--- config.mk ---
export PLATFORM = sky130hd
export DESIGN_NAME = csr_unit
export DESIGN_NICKNAME = d
export VERILOG_FILES = /design/src/rtl/csr_unit_pkg.sv /design/src/rtl/csr_unit_counter64.sv /design/src/rtl/csr_unit.sv
export SDC_FILE = /design/constraint.sdc
export NUM_CORES = 2
export LEC_CHECK = 0
export BUFFER_PORTS_ARGS = -buffer_cell sky130_fd_sc_hd__buf_2
export CAP_MARGIN = 25
export CORE_ASPECT_RATIO = 1.4
export CORE_MARGIN = 2
export CORE_UTILIZATION = 40
export CTS_CLUSTER_DIAMETER = 80
export CTS_CLUSTER_SIZE = 25
export DETAILED_ROUTE_END_ITERATION = 12
export HOLD_SLACK_MARGIN = 0.12
export SETUP_SLACK_MARGIN = 0.05
export SKIP_LAST_GASP = 1
export SYNTH_ARGS = -nofsm -noshare
export SYNTH_HDL_FRONTEND = slang
export SYNTH_HIERARCHICAL = 1
export SYNTH_SLANG_ARGS = --single-unit
--- constraint.sdc ---
create_clock -name clk -period 6.19 [get_ports clk]
set_input_delay 1.238 -clock clk [delete_from_list [all_inputs] [get_ports clk]]
set_output_delay 1.238 -clock clk [all_outputs]
set_load 0.005 [all_outputs]
--- src/rtl/csr_unit_pkg.sv ---
// Shared definitions for the machine-mode CSR file:
// addresses, op encodings, bit positions and the write-value helper.
package csr_unit_pkg;

    localparam logic [11:0] CSR_MSTATUS       = 12'h300;
    localparam logic [11:0] CSR_MIE           = 12'h304;
    localparam logic [11:0] CSR_MTVEC         = 12'h305;
    localparam logic [11:0] CSR_MCOUNTINHIBIT = 12'h320;
    localparam logic [11:0] CSR_MSCRATCH      = 12'h340;
    localparam logic [11:0] CSR_MEPC          = 12'h341;
    localparam logic [11:0] CSR_MCAUSE        = 12'h342;
    localparam logic [11:0] CSR_MTVAL         = 12'h343;
    localparam logic [11:0] CSR_MIP           = 12'h344;
    localparam logic [11:0] CSR_MCYCLE        = 12'hB00;
    localparam logic [11:0] CSR_MINSTRET      = 12'hB02;
    localparam logic [11:0] CSR_MCYCLEH       = 12'hB80;
    localparam logic [11:0] CSR_MINSTRETH     = 12'hB82;
    localparam logic [11:0] CSR_CYCLE         = 12'hC00;
    localparam logic [11:0] CSR_INSTRET       = 12'hC02;
    localparam logic [11:0] CSR_CYCLEH        = 12'hC80;
    localparam logic [11:0] CSR_INSTRETH      = 12'hC82;
    localparam logic [11:0] CSR_MVENDORID     = 12'hF11;
    localparam logic [11:0] CSR_MARCHID       = 12'hF12;
    localparam logic [11:0] CSR_MIMPID        = 12'hF13;
    localparam logic [11:0] CSR_MHARTID       = 12'hF14;

    localparam logic [11:0] CSR_HPMEVT_BASE   = 12'h320;
    localparam logic [11:0] CSR_HPMCNT_BASE   = 12'hB00;
    localparam logic [11:0] CSR_HPMCNTH_BASE  = 12'hB80;

    // addr[11:5] pages holding the 3..31 HPM index ranges
    localparam logic [6:0] HPMEVT_PAGE  = 7'h19;
    localparam logic [6:0] HPMCNT_PAGE  = 7'h58;
    localparam logic [6:0] HPMCNTH_PAGE = 7'h5C;

    typedef enum logic [1:0] {
        OP_NONE  = 2'b00,
        OP_WRITE = 2'b01,
        OP_SET   = 2'b10,
        OP_CLEAR = 2'b11
    } csr_op_e;

    typedef enum logic [1:0] {
        MTVEC_DIRECT   = 2'b00,
        MTVEC_VECTORED = 2'b01
    } mtvec_mode_e;

    localparam int MST_MIE    = 3;
    localparam int MST_MPIE   = 7;
    localparam int MST_MPP_LO = 11;
    localparam int MST_MPP_HI = 12;

    localparam int IRQ_MSI_BIT = 3;
    localparam int IRQ_MTI_BIT = 7;
    localparam int IRQ_MEI_BIT = 11;

    localparam logic [4:0] IRQ_CODE_MSI = 5'd3;
    localparam logic [4:0] IRQ_CODE_MTI = 5'd7;
    localparam logic [4:0] IRQ_CODE_MEI = 5'd11;

    localparam logic [31:0] MIE_MASK = 32'h0000_0888;

    localparam logic [1:0] PRIV_M = 2'b11;
    localparam logic [1:0] PRIV_U = 2'b00;

    function automatic logic [31:0] csr_wval(
        input csr_op_e     op,
        input logic [31:0] old,
        input logic [31:0] wd
    );
        logic [31:0] r;
        r = old;
        unique case (op)
            OP_WRITE: r = wd;
            OP_SET:   r = old | wd;
            OP_CLEAR: r = old & ~wd;
            default:  r = old;
        endcase
        return r;
    endfunction

endpackage

--- src/rtl/csr_unit_counter64.sv ---
// 64-bit event counter with inhibit and independent
// half-word write strobes; a write wins over the increment.
module csr_counter64 (
    input  logic        clk,
    input  logic        rst,
    input  logic        inhibit,
    input  logic        inc,
    input  logic        wr_lo,
    input  logic        wr_hi,
    input  logic [31:0] wdata,
    output logic [63:0] cnt
);

    always_ff @(posedge clk) begin
        if (rst) begin
            cnt <= '0;
        end else if (wr_lo) begin
            cnt[31:0] <= wdata;
        end else if (wr_hi) begin
            cnt[63:32] <= wdata;
        end else if (inc && !inhibit) begin
            cnt <= cnt + 64'd1;
        end
    end

endmodule

--- src/rtl/csr_unit.sv ---
// Machine-mode CSR file: combinational read, trap/mret/write
// commit on posedge clk, counters and interrupt arbitration.
module csr_unit
    import csr_unit_pkg::*;
#(
    parameter int          NUM_HPM   = 4,
    parameter logic [31:0] MTVEC_RST = 32'h0000_0000,
    parameter logic [31:0] VENDOR_ID = 32'h0973_7978,
    parameter logic [31:0] ARCH_ID   = 32'h016f_959d,
    parameter logic [31:0] HART_ID   = 32'd0
) (
    input  logic               clk,
    input  logic               rst,
    input  logic               ex_csr_ren,
    input  logic               ex_csr_wen,
    input  logic [1:0]         ex_csr_op,
    input  logic [11:0]        ex_csr_addr,
    input  logic [31:0]        ex_csr_wdata,
    input  logic               ex_trap_valid,
    input  logic [31:0]        ex_trap_pc,
    input  logic [31:0]        ex_trap_cause,
    input  logic [31:0]        ex_trap_tval,
    input  logic               ex_irq_take,
    input  logic               ex_mret,
    input  logic               ex_retire,
    input  logic [NUM_HPM-1:0] hpm_event,
    input  logic               irq_ext,
    input  logic               irq_timer,
    input  logic               irq_soft,
    output logic [31:0]        csr_rdata,
    output logic               csr_illegal,
    output logic               csr_irq_pending,
    output logic [31:0]        csr_irq_cause,
    output logic [31:0]        csr_trap_vector,
    output logic [31:0]        csr_mepc
);

    localparam int HPM_W = (NUM_HPM > 0) ? NUM_HPM : 1;
    localparam logic [31:0] INH_MASK =
        32'h5 | (32'((64'h1 << NUM_HPM) - 64'h1) << 3);

    logic        mst_mie;
    logic        mst_mpie;
    logic [1:0]  mst_mpp;
    logic [31:0] mie_r;
    logic [31:0] mip_r;
    logic [31:0] mscratch;
    logic [31:0] mepc;
    logic [31:0] mcause;
    logic [31:0] mtval;
    logic [29:0] mtvec_base;
    mtvec_mode_e mtvec_mode;
    logic [31:0] minh;
    logic [31:0] hpm_evt [HPM_W];

    logic [63:0] mcycle;
    logic [63:0] minstret;
    logic [63:0] hpm_cnt [HPM_W];

    csr_op_e     op_e;
    logic [31:0] rval;
    logic [31:0] wv;
    logic        impl;
    logic        hpm_in;
    logic [31:0] hpm_lo_sel;
    logic [31:0] hpm_hi_sel;
    logic [31:0] hpm_evt_sel;
    logic        trap_en;
    logic        csr_we;
    logic [31:0] irq_act;
    logic [4:0]  irq_code;
    logic [31:0] vec_base;
    logic        irq_path;

    assign op_e    = csr_op_e'(ex_csr_op);
    assign hpm_in  = ex_csr_addr[4:0] >= 5'd3;
    assign trap_en = ex_trap_valid | ex_irq_take;

    always_comb begin
        hpm_lo_sel  = '0;
        hpm_hi_sel  = '0;
        hpm_evt_sel = '0;
        for (int i = 0; i < NUM_HPM; i++) begin
            if (ex_csr_addr[4:0] == 5'(i + 3)) begin
                hpm_lo_sel  = hpm_cnt[i][31:0];
                hpm_hi_sel  = hpm_cnt[i][63:32];
                hpm_evt_sel = hpm_evt[i];
            end
        end
    end

    always_comb begin
        impl = 1'b1;
        rval = '0;
        unique case (ex_csr_addr)
            CSR_MSTATUS: begin
                rval[MST_MIE]                = mst_mie;
                rval[MST_MPIE]               = mst_mpie;
                rval[MST_MPP_HI:MST_MPP_LO]  = mst_mpp;
            end
            CSR_MIE:           rval = mie_r;
            CSR_MTVEC:         rval = {mtvec_base, mtvec_mode};
            CSR_MCOUNTINHIBIT: rval = minh;
            CSR_MSCRATCH:      rval = mscratch;
            CSR_MEPC:          rval = mepc;
            CSR_MCAUSE:        rval = mcause;
            CSR_MTVAL:         rval = mtval;
            CSR_MIP:           rval = mip_r;
            CSR_MCYCLE,
            CSR_CYCLE:         rval = mcycle[31:0];
            CSR_MCYCLEH,
            CSR_CYCLEH:        rval = mcycle[63:32];
            CSR_MINSTRET,
            CSR_INSTRET:       rval = minstret[31:0];
            CSR_MINSTRETH,
            CSR_INSTRETH:      rval = minstret[63:32];
            CSR_MVENDORID:     rval = VENDOR_ID;
            CSR_MARCHID:       rval = ARCH_ID;
            CSR_MIMPID:        rval = '0;
            CSR_MHARTID:       rval = HART_ID;
            default: begin
                // Unpopulated HPM slots decode as legal and read 0
                if (hpm_in && ex_csr_addr[11:5] == HPMEVT_PAGE) begin
                    rval = hpm_evt_sel;
                end else if (hpm_in && ex_csr_addr[11:5] == HPMCNT_PAGE) begin
                    rval = hpm_lo_sel;
                end else if (hpm_in && ex_csr_addr[11:5] == HPMCNTH_PAGE) begin
                    rval = hpm_hi_sel;
                end else begin
                    impl = 1'b0;
                end
            end
        endcase
    end

    assign csr_illegal = (ex_csr_ren | ex_csr_wen) &
                         (!impl |
                          (ex_csr_wen & (ex_csr_addr[11:10] == 2'b11)) |
                          (ex_csr_wen & (op_e == OP_NONE)));

    assign csr_rdata = ex_csr_ren ? rval : 32'd0;
    assign wv        = csr_wval(op_e, rval, ex_csr_wdata);
    assign csr_we    = ex_csr_wen & !csr_illegal & !trap_en & !ex_mret;
    assign csr_mepc  = mepc;

    assign irq_act         = mip_r & mie_r;
    assign csr_irq_pending = mst_mie & (|irq_act);

    always_comb begin
        irq_code = '0;
        if (irq_act[IRQ_MEI_BIT]) begin
            irq_code = IRQ_CODE_MEI;
        end else if (irq_act[IRQ_MSI_BIT]) begin
            irq_code = IRQ_CODE_MSI;
        end else if (irq_act[IRQ_MTI_BIT]) begin
            irq_code = IRQ_CODE_MTI;
        end
    end

    assign csr_irq_cause = (|irq_act) ? {1'b1, 26'b0, irq_code} : 32'd0;

    assign irq_path = ex_irq_take & !ex_trap_valid;
    assign vec_base = {mtvec_base, 2'b00};

    always_comb begin
        csr_trap_vector = vec_base;
        if (irq_path && mtvec_mode == MTVEC_VECTORED) begin
            csr_trap_vector = vec_base + {25'b0, irq_code, 2'b00};
        end
    end

    always_ff @(posedge clk) begin
        if (rst) begin
            mip_r <= '0;
        end else begin
            mip_r <= {20'b0, irq_ext, 3'b0, irq_timer, 3'b0, irq_soft, 3'b0};
        end
    end

    always_ff @(posedge clk) begin
        if (rst) begin
            mst_mie    <= 1'b0;
            mst_mpie   <= 1'b0;
            mst_mpp    <= PRIV_M;
            mie_r      <= '0;
            mscratch   <= '0;
            mepc       <= '0;
            mcause     <= '0;
            mtval      <= '0;
            mtvec_base <= MTVEC_RST[31:2];
            mtvec_mode <= mtvec_mode_e'(MTVEC_RST[1:0]);
            minh       <= '0;
            for (int i = 0; i < HPM_W; i++) begin
                hpm_evt[i] <= '0;
            end
        end else if (trap_en) begin
            mepc     <= {ex_trap_pc[31:2], 2'b00};
            mst_mpie <= mst_mie;
            mst_mie  <= 1'b0;
            mst_mpp  <= PRIV_M;
            if (ex_trap_valid) begin
                mcause <= ex_trap_cause;
                mtval  <= ex_trap_tval;
            end else begin
                mcause <= csr_irq_cause;
                mtval  <= '0;
            end
        end else if (ex_mret) begin
            mst_mie  <= mst_mpie;
            mst_mpie <= 1'b1;
            mst_mpp  <= PRIV_U;
        end else if (csr_we) begin
            unique case (ex_csr_addr)
                CSR_MSTATUS: begin
                    mst_mie  <= wv[MST_MIE];
                    mst_mpie <= wv[MST_MPIE];
                    if (wv[MST_MPP_HI:MST_MPP_LO] == PRIV_M ||
                        wv[MST_MPP_HI:MST_MPP_LO] == PRIV_U) begin
                        mst_mpp <= wv[MST_MPP_HI:MST_MPP_LO];
                    end
                end
                CSR_MIE: mie_r <= wv & MIE_MASK;
                CSR_MTVEC: begin
                    mtvec_base <= wv[31:2];
                    if (!wv[1]) begin
                        mtvec_mode <= mtvec_mode_e'(wv[1:0]);
                    end
                end
                CSR_MCOUNTINHIBIT: minh     <= wv & INH_MASK;
                CSR_MSCRATCH:      mscratch <= wv;
                CSR_MEPC:          mepc     <= {wv[31:2], 2'b00};
                CSR_MCAUSE:        mcause   <= wv;
                CSR_MTVAL:         mtval    <= wv;
                default: begin
                    for (int i = 0; i < NUM_HPM; i++) begin
                        if (ex_csr_addr == CSR_HPMEVT_BASE + 12'(i + 3)) begin
                            hpm_evt[i] <= wv;
                        end
                    end
                end
            endcase
        end
    end

    csr_counter64 u_mcycle (
        .clk     (clk),
        .rst     (rst),
        .inhibit (minh[0]),
        .inc     (1'b1),
        .wr_lo   (csr_we && ex_csr_addr == CSR_MCYCLE),
        .wr_hi   (csr_we && ex_csr_addr == CSR_MCYCLEH),
        .wdata   (wv),
        .cnt     (mcycle)
    );

    csr_counter64 u_minstret (
        .clk     (clk),
        .rst     (rst),
        .inhibit (minh[2]),
        .inc     (ex_retire),
        .wr_lo   (csr_we && ex_csr_addr == CSR_MINSTRET),
        .wr_hi   (csr_we && ex_csr_addr == CSR_MINSTRETH),
        .wdata   (wv),
        .cnt     (minstret)
    );

    for (genvar i = 0; i < HPM_W; i++) begin : g_hpm
        if (i < NUM_HPM) begin : g_on
            csr_counter64 u_hpm (
                .clk     (clk),
                .rst     (rst),
                .inhibit (minh[i + 3]),
                .inc     (hpm_event[i] && (|hpm_evt[i])),
                .wr_lo   (csr_we &&
                          ex_csr_addr == CSR_HPMCNT_BASE + 12'(i + 3)),
                .wr_hi   (csr_we &&
                          ex_csr_addr == CSR_HPMCNTH_BASE + 12'(i + 3)),
                .wdata   (wv),
                .cnt     (hpm_cnt[i])
            );
        end else begin : g_off
            assign hpm_cnt[i] = '0;
        end
    end

endmodule

# After elaboration in Yosys (flattened, before gate mapping)
# Memories as Yosys holds them, arrays and structs flattened.
# Index checks and enable logic that the tools add are counted.
totals:
  input_bits: 157
  elab_cells: 332
  output_inout_bits: 130
  ramBits: 128
  mem_count: 1
  register_bits: 586
mem_list:
  columns: ["name", "depth", "width", "read_ports", "rd_ports_with_merged_regs", "wr", "line_no", "rtl"]
  rows:
  - ["hpm_evt", 4, 32, 4, 0, 4, "csr_unit.sv:54", "logic [31:0] hpm_evt [HPM_W];"]
op_classes:
  add_sub_neg: 7
  bitwise: 29
  eq_ne: 54
  magnitude_cmp: 1
  mux: 116
  reduce_logical: 99
op_table:
  columns: ["cell", "count"]
  rows:
  - ["2-to-1 mux 32 bit", 54]
  - ["adder 64 x 1 -> 64 bit (second input constant)", 6]
  - ["2-to-1 mux 64 bit", 6]
  - ["one-hot mux 19 bit (13 select lines)", 1]
  - ["equality test 12 bit (second input constant)", 20]
  - ["OR reduction 32 bit", 5]
  - ["equality test 12 x 10 -> 1 bit (second input constant)", 13]
  - ["one-hot mux 32 bit (3 select lines)", 1]
  - ["one-hot mux 3 bit (13 select lines)", 2]
  - ["one-hot mux 3 bit (14 select lines)", 1]
  - ["2-to-1 mux 1 bit", 41]
  - ["nonzero test 2 bit", 17]
  - ["adder 32 x 7 -> 32 bit", 1]
  - ["bitwise AND 32 x 12 -> 32 bit", 1]
  - ["bitwise AND 32 bit", 1]
  - ["NOT 32 bit", 1]
  - ["bitwise OR 32 bit", 1]
  - ["one-hot mux 2 bit (15 select lines)", 1]
  - ["AND reduction 2 bit", 14]
  - ["logical AND 1 bit", 25]
  - ["OR reduction 21 bit", 1]
  - ["!= test 2 x 1 -> 1 bit (second input constant)", 9]
  - ["AND reduction 4 bit", 4]
  - ["equality test 5 x 3 -> 1 bit (second input constant)", 3]
  - ["25 further kinds", 77]

# Depth between registers and ports, before layout
depth:
  word_depth: 20
  ltp_mapped: 18
  mapped_depth_nobuf: 12

# Modules after synthesis
# Netlist, hierarchy kept.
by_module_without_submodules:
  columns: ["module", "seq_area_each_um2", "area_per_inst_um2", "cells_per_inst", "instances"]
  rows:
  - ["csr_counter64", 1281.2, 4169.0, 558, 6]
  - ["csr_unit", 7307.0, 20283.2, 2508, 1]

# Worst setup path before layout
# Ideal clock, no wire load.
synth_path:
  path_kind: "in2reg"
  startpoint: "input port ex_csr_addr[3]"
  endpoint: "memory hpm_evt[0][0], enable pin"
  arrival_ps: 5287
  cell_stages: 9
  required_ps: 5724
  setup_ps: 466
  path_buffers: 2
  setup_slack_ps: 437
  cell_sequence: "buf_2 -> or4_1 -> buf_2 -> nor3_2 -> a211o_1 -> or3_1 -> nor3_1 -> or3_4 -> o21ai_0"
synth_rtl:
  columns: ["element", "line_no", "rtl"]
  rows:
  - ["from (decl)", "csr_unit.sv:17", "input logic [11:0] ex_csr_addr,"]
  - ["to (decl)", "csr_unit.sv:54", null]

# Final worst setup path
layout_path:
  startpoint: "input port ex_csr_addr[3]"
  endpoint: "output port csr_rdata[1]"
layout_between:
  elab_chain_len: 10
  word_cells_on_any_way: 51
  classes_between: "order compare (1); eq/ne (25); mux (17); reduce/logical (8)"
layout_lines:
  columns: ["element", "line_no", "rtl"]
  rows:
  - ["equality test 5 x 2 -> 1 bit", "csr_unit.sv:84", "if (ex_csr_addr[4:0] == 5'(i + 3)) begin"]
  - ["2-to-1 mux 32 bit (4 in series)", "csr_unit.sv:84", null]
  - ["2-to-1 mux 32 bit", "csr_unit.sv:127", "end else if (hpm_in && ex_csr_addr[11:5] == HPMCNTH_PAGE) begin"]
  - ["2-to-1 mux 32 bit", "csr_unit.sv:125", "end else if (hpm_in && ex_csr_addr[11:5] == HPMCNT_PAGE) begin"]
  - ["2-to-1 mux 32 bit", "csr_unit.sv:123", "if (hpm_in && ex_csr_addr[11:5] == HPMEVT_PAGE) begin"]
  - ["one-hot mux 3 bit (13 select lines) *", "csr_unit.sv:95", "unique case (ex_csr_addr)"]
  - ["2-to-1 mux 32 bit *", "csr_unit.sv:141", "assign csr_rdata = ex_csr_ren ? rval : 32'd0;"]
  - ["to (decl)", "csr_unit.sv:30", "output logic [31:0] csr_rdata,"]
# Every way passes the cells marked *; elsewhere a longest branch is shown, timed or not.

==> results.sh <==
export IMPL_grt_max_degree=99
export IMPL_clock_sinks=685
export IMPL_grt_overflow=0
export IMPL_ir_worst_vdd_uv=263
export IMPL_period_share_pct=102
export IMPL_cts_buffers=44
export IMPL_r2r_setup_slack_ns=2.04
export IMPL_layout_commonest_cell="nand2_1"
export IMPL_hp_class="flop to flop"
export IMPL_endpoint="csr_rdata[1]"
export IMPL_max_slew_margin_pct=16.4
export IMPL_power_density_nw_per_um2=189
export IMPL_total_power_w=0.00958
export IMPL_syn_avg_cell_area_sq_um=7.74
export IMPL_setup_slack_ns=-0.101
export IMPL_fmax_ghz=0.159
export IMPL_yosys_most_used_dff="dfxtp_1"
export IMPL_tightest_slew_ns=1.24
export IMPL_synthArstFlopShare_pct=0
export IMPL_synth_cell_types=103
export IMPL_antenna_left=0
export IMPL_clock_root_buffer="clkbuf_16"
export IMPL_gp_congestion=1.10
export IMPL_status="finished with violations"
export IMPL_clock_skew_ns=0.0390
export IMPL_ctsHoldBuffers=0
export IMPL_syn_to_final_growth_pct=11.7
export IMPL_intPower_w=0.00650
export IMPL_yosys_warnings=6
export IMPL_cts_tree="yes"
export IMPL_switching_share_pct=32.2
export IMPL_grt_pass1_vias=47300
export IMPL_antenna_found_initial=26
export IMPL_core_area_sq_um=113000
export IMPL_synth_adder_area_share_pct=0.320
export IMPL_p_leak_nw=16.6
export IMPL_ios=287
export IMPL_drtIter0Drc=7363
export IMPL_failed_checks="negative setup slack"
export IMPL_htree_levels=2
export IMPL_crit_arrival_ns=5.05
export IMPL_combPwrFrac_pct=13.4
export IMPL_setup_viol=1
export IMPL_ys_seq_elements=685
export IMPL_dp_hpwl_um=189000
export IMPL_cap_viol_max_count=0
export IMPL_drive_gt1_share_pct=13.6
export IMPL_rows=146
export IMPL_synth_cells=5856
export IMPL_netlist_area_sq_um=45300
export IMPL_seqPwrFrac_pct=50.0
export IMPL_clk_path_buf_depth=3
export IMPL_first_pass_iters=6
export IMPL_worstReg2RegStart="u_minstret/cnt[43]$_SDFFE_PP0P_"
export IMPL_synth_top_family_by_area="simple AND/OR/NAND/NOR gates"
export IMPL_most_common_layout_cells="579 x nand2_1, 557 x dfxtp_1, 515 x nand3_1, 496 x nor2_1, 308 x a21oi_1"
export IMPL_cts_setup_buffers=0
export IMPL_io_buffers=253
export IMPL_drc=0
export IMPL_clock_latency_ns=0.67
export IMPL_slew_violations=0
export IMPL_die_height_um=402
export IMPL_synth_edf_count=128
export IMPL_synthSimpleGateAreaFrac_pct=31.8
export IMPL_via_count=51800
export IMPL_grt_pass1_wl_um=360000
export IMPL_cts_resized_gates=0
export IMPL_clkSlewWorstSetupHoldPaths_ns=0.10
export IMPL_synthXorXnorAreaFrac_pct=4.27
export IMPL_via_per_inst=6.92
export IMPL_p_clk_share_pct=36.6
export IMPL_dieArea_sq_um=116000
export IMPL_worstSetupEndpointType="output pin"
export IMPL_rsz0062_at_grt="false"
export IMPL_reg2regPathDepth=10
export IMPL_wire_per_inst_um=34.7
export IMPL_preCtsSetupSlack_ns=0.0946
export IMPL_synth_compound_area_share_pct=22.6
export IMPL_crit_path_start_kind="input port"
export IMPL_worstSetupPathType="input port to output pin"
export IMPL_hold_viol_final=0
export IMPL_finalCriticalPeriod_ns=6.29
export IMPL_fin_nets=6133
export IMPL_fp_dieW_um=288
export IMPL_ys_seq_area_share_pct=33.1
export IMPL_synth_area_mux_share_pct=1.49
export IMPL_required_ns=4.95
export IMPL_track_usage_pct=43.2
export IMPL_worst_path_max_fanout=40
export IMPL_cp_startpoint="ex_csr_addr[3]"
export IMPL_p_switching_w=0.00309
export IMPL_start_util_pct=40.2
export IMPL_worstReg2RegEnd="mst_mpp[1]$_SDFFE_PP1P_"
export IMPL_wirelength_um=260000
-- worst min-delay path by stage --
| stage | from | end | depth (start not counted) |
|---|---|---|---|
| final | mscratch[4]$_SDFFE_PP0P_ | mscratch[4]$_SDFFE_PP0P_ | 2 |
| after CTS | mscratch[4]$_SDFFE_PP0P_ | mscratch[4]$_SDFFE_PP0P_ | 2 |
| after global routing | mscratch[4]$_SDFFE_PP0P_ | mscratch[4]$_SDFFE_PP0P_ | 2 |
| after floorplan | mscratch[0]$_SDFFE_PP0P_ | mscratch[0]$_SDFFE_PP0P_ | 2 |
| after detailed placement | mscratch[19]$_SDFFE_PP0P_ | mscratch[19]$_SDFFE_PP0P_ | 2 |
| after global placement | mscratch[3]$_SDFFE_PP0P_ | mscratch[3]$_SDFFE_PP0P_ | 2 |
-- cells by family after synthesis --
logic type / count (synthesis)
simple gates: 2743
compound gates: 1472
flops: 685
buf+inv: 657
xor+xnor: 221
mux: 65
fa+ha+maj: 11
other cells: 2
-- layout make-up --
type	count	area (sq um)
fillers	11500	62100
multi-input cells	4547	27800
flip-flops and latches	685	15000
repair buffers	566	3990
well taps	1480	1850
clock buffers	53	1190
inverters	121	454
clock inverters	25	335
diodes	10	25.0
-- metrics by stage --
stage | utilization [%] | cell area, sq um | std cells | hold slack (ns) | TNS (ns)
final | 44.9 | 50600 | 7487 | 0.462 | -0.101
after global routing | 44.9 | 50600 | 7477 | 0.476 | 0
after CTS | 44.8 | 50500 | 7472 | 0.461 | 0
after detailed placement | 43.5 | 49000 | 7394 | 0.443 | 0
after global placement | 43.4 | 49000 | 7392 | 0.433 | -0.243
after floorplan | - | 45400 | 5889 | 0.425 | 0
-- critical path, stage by stage --
cell and delay [ns]:
buf_2 0.52, nor3b_4 0.12, buf_12 0.21, and2_1 0.40, buf_4 0.26, a2111oi_1 1.04
o221ai_1 0.46, mux2_2 0.43, and2_1 0.19, buf_2 0.13
-- per-layer routing --
layer  part of all wire [%]  global-route usage, %  wire length, um
met1                     35                   50.9            91500
met2                     44                   66.0           114000
met3                    9.7                   7.66            25300
met4                     11                   40.5            29100
met5                  0.029                      0               75
-- Yosys cell counts, types with 45 or more instances --
| cell type | count | area share, % |
|---|---|---|
| nand2_1 | 579 | 4.8 |
| dfxtp_1 | 557 | 25 |
| nand3_1 | 515 | 5.7 |
| nor2_1 | 503 | 4.2 |
| clkbuf_1 | 352 | 2.9 |
| a21oi_1 | 309 | 3.4 |
| nand4_1 | 228 | 3.1 |
| o21ai_0 | 208 | 2.3 |
| xnor2_1 | 150 | 2.9 |
| a211oi_1 | 146 | 2.4 |
| nor4_1 | 139 | 1.9 |
| and3_1 | 138 | 1.9 |
| nor3_1 | 134 | 1.5 |
| edfxtp_1 | 128 | 8.5 |
| inv_1 | 117 | 0.97 |
| a22oi_1 | 116 | 1.9 |
| a31oi_1 | 116 | 1.6 |
| or4_1 | 105 | 1.7 |
| buf_2 | 87 | 0.96 |
| or3_1 | 84 | 1.2 |
| xor2_1 | 71 | 1.4 |
| and2_1 | 67 | 0.93 |
| a41oi_1 | 60 | 1.2 |
| a22o_1 | 51 | 0.99 |
| o211ai_1 | 48 | 0.80 |
| mux2i_1 | 47 | 1.0 |
| a311oi_1 | 45 | 0.87 |
-- sequential cells by signal (all words and copies together), names as in the netlist, 30 cells and up --
signal,count
mcause,32
g_hpm.g_on.u_hpm/cnt,256
mtvec_base,30
csr_mepc,30
hpm_evt,128
u_minstret/cnt,64
mtval,32
u_mcycle/cnt,64
mscratch,32
-- power groups by stage --
| stage | clock (W) | combinational, W | sequential (W) |
|---|---|---|---|
| detailed placement | 0 | 0.00122 | 0.00489 |
| finish | 0.00350 | 0.00129 | 0.00479 |
| global placement | 0 | 0.00120 | 0.00489 |
| CTS | 0.00351 | 0.00122 | 0.00478 |
| global route | 0.00365 | 0.00130 | 0.00480 |
| floorplan | 0 | 0.000587 | 0.00482 |
Note: power is estimated with default switching activity, not from simulation.
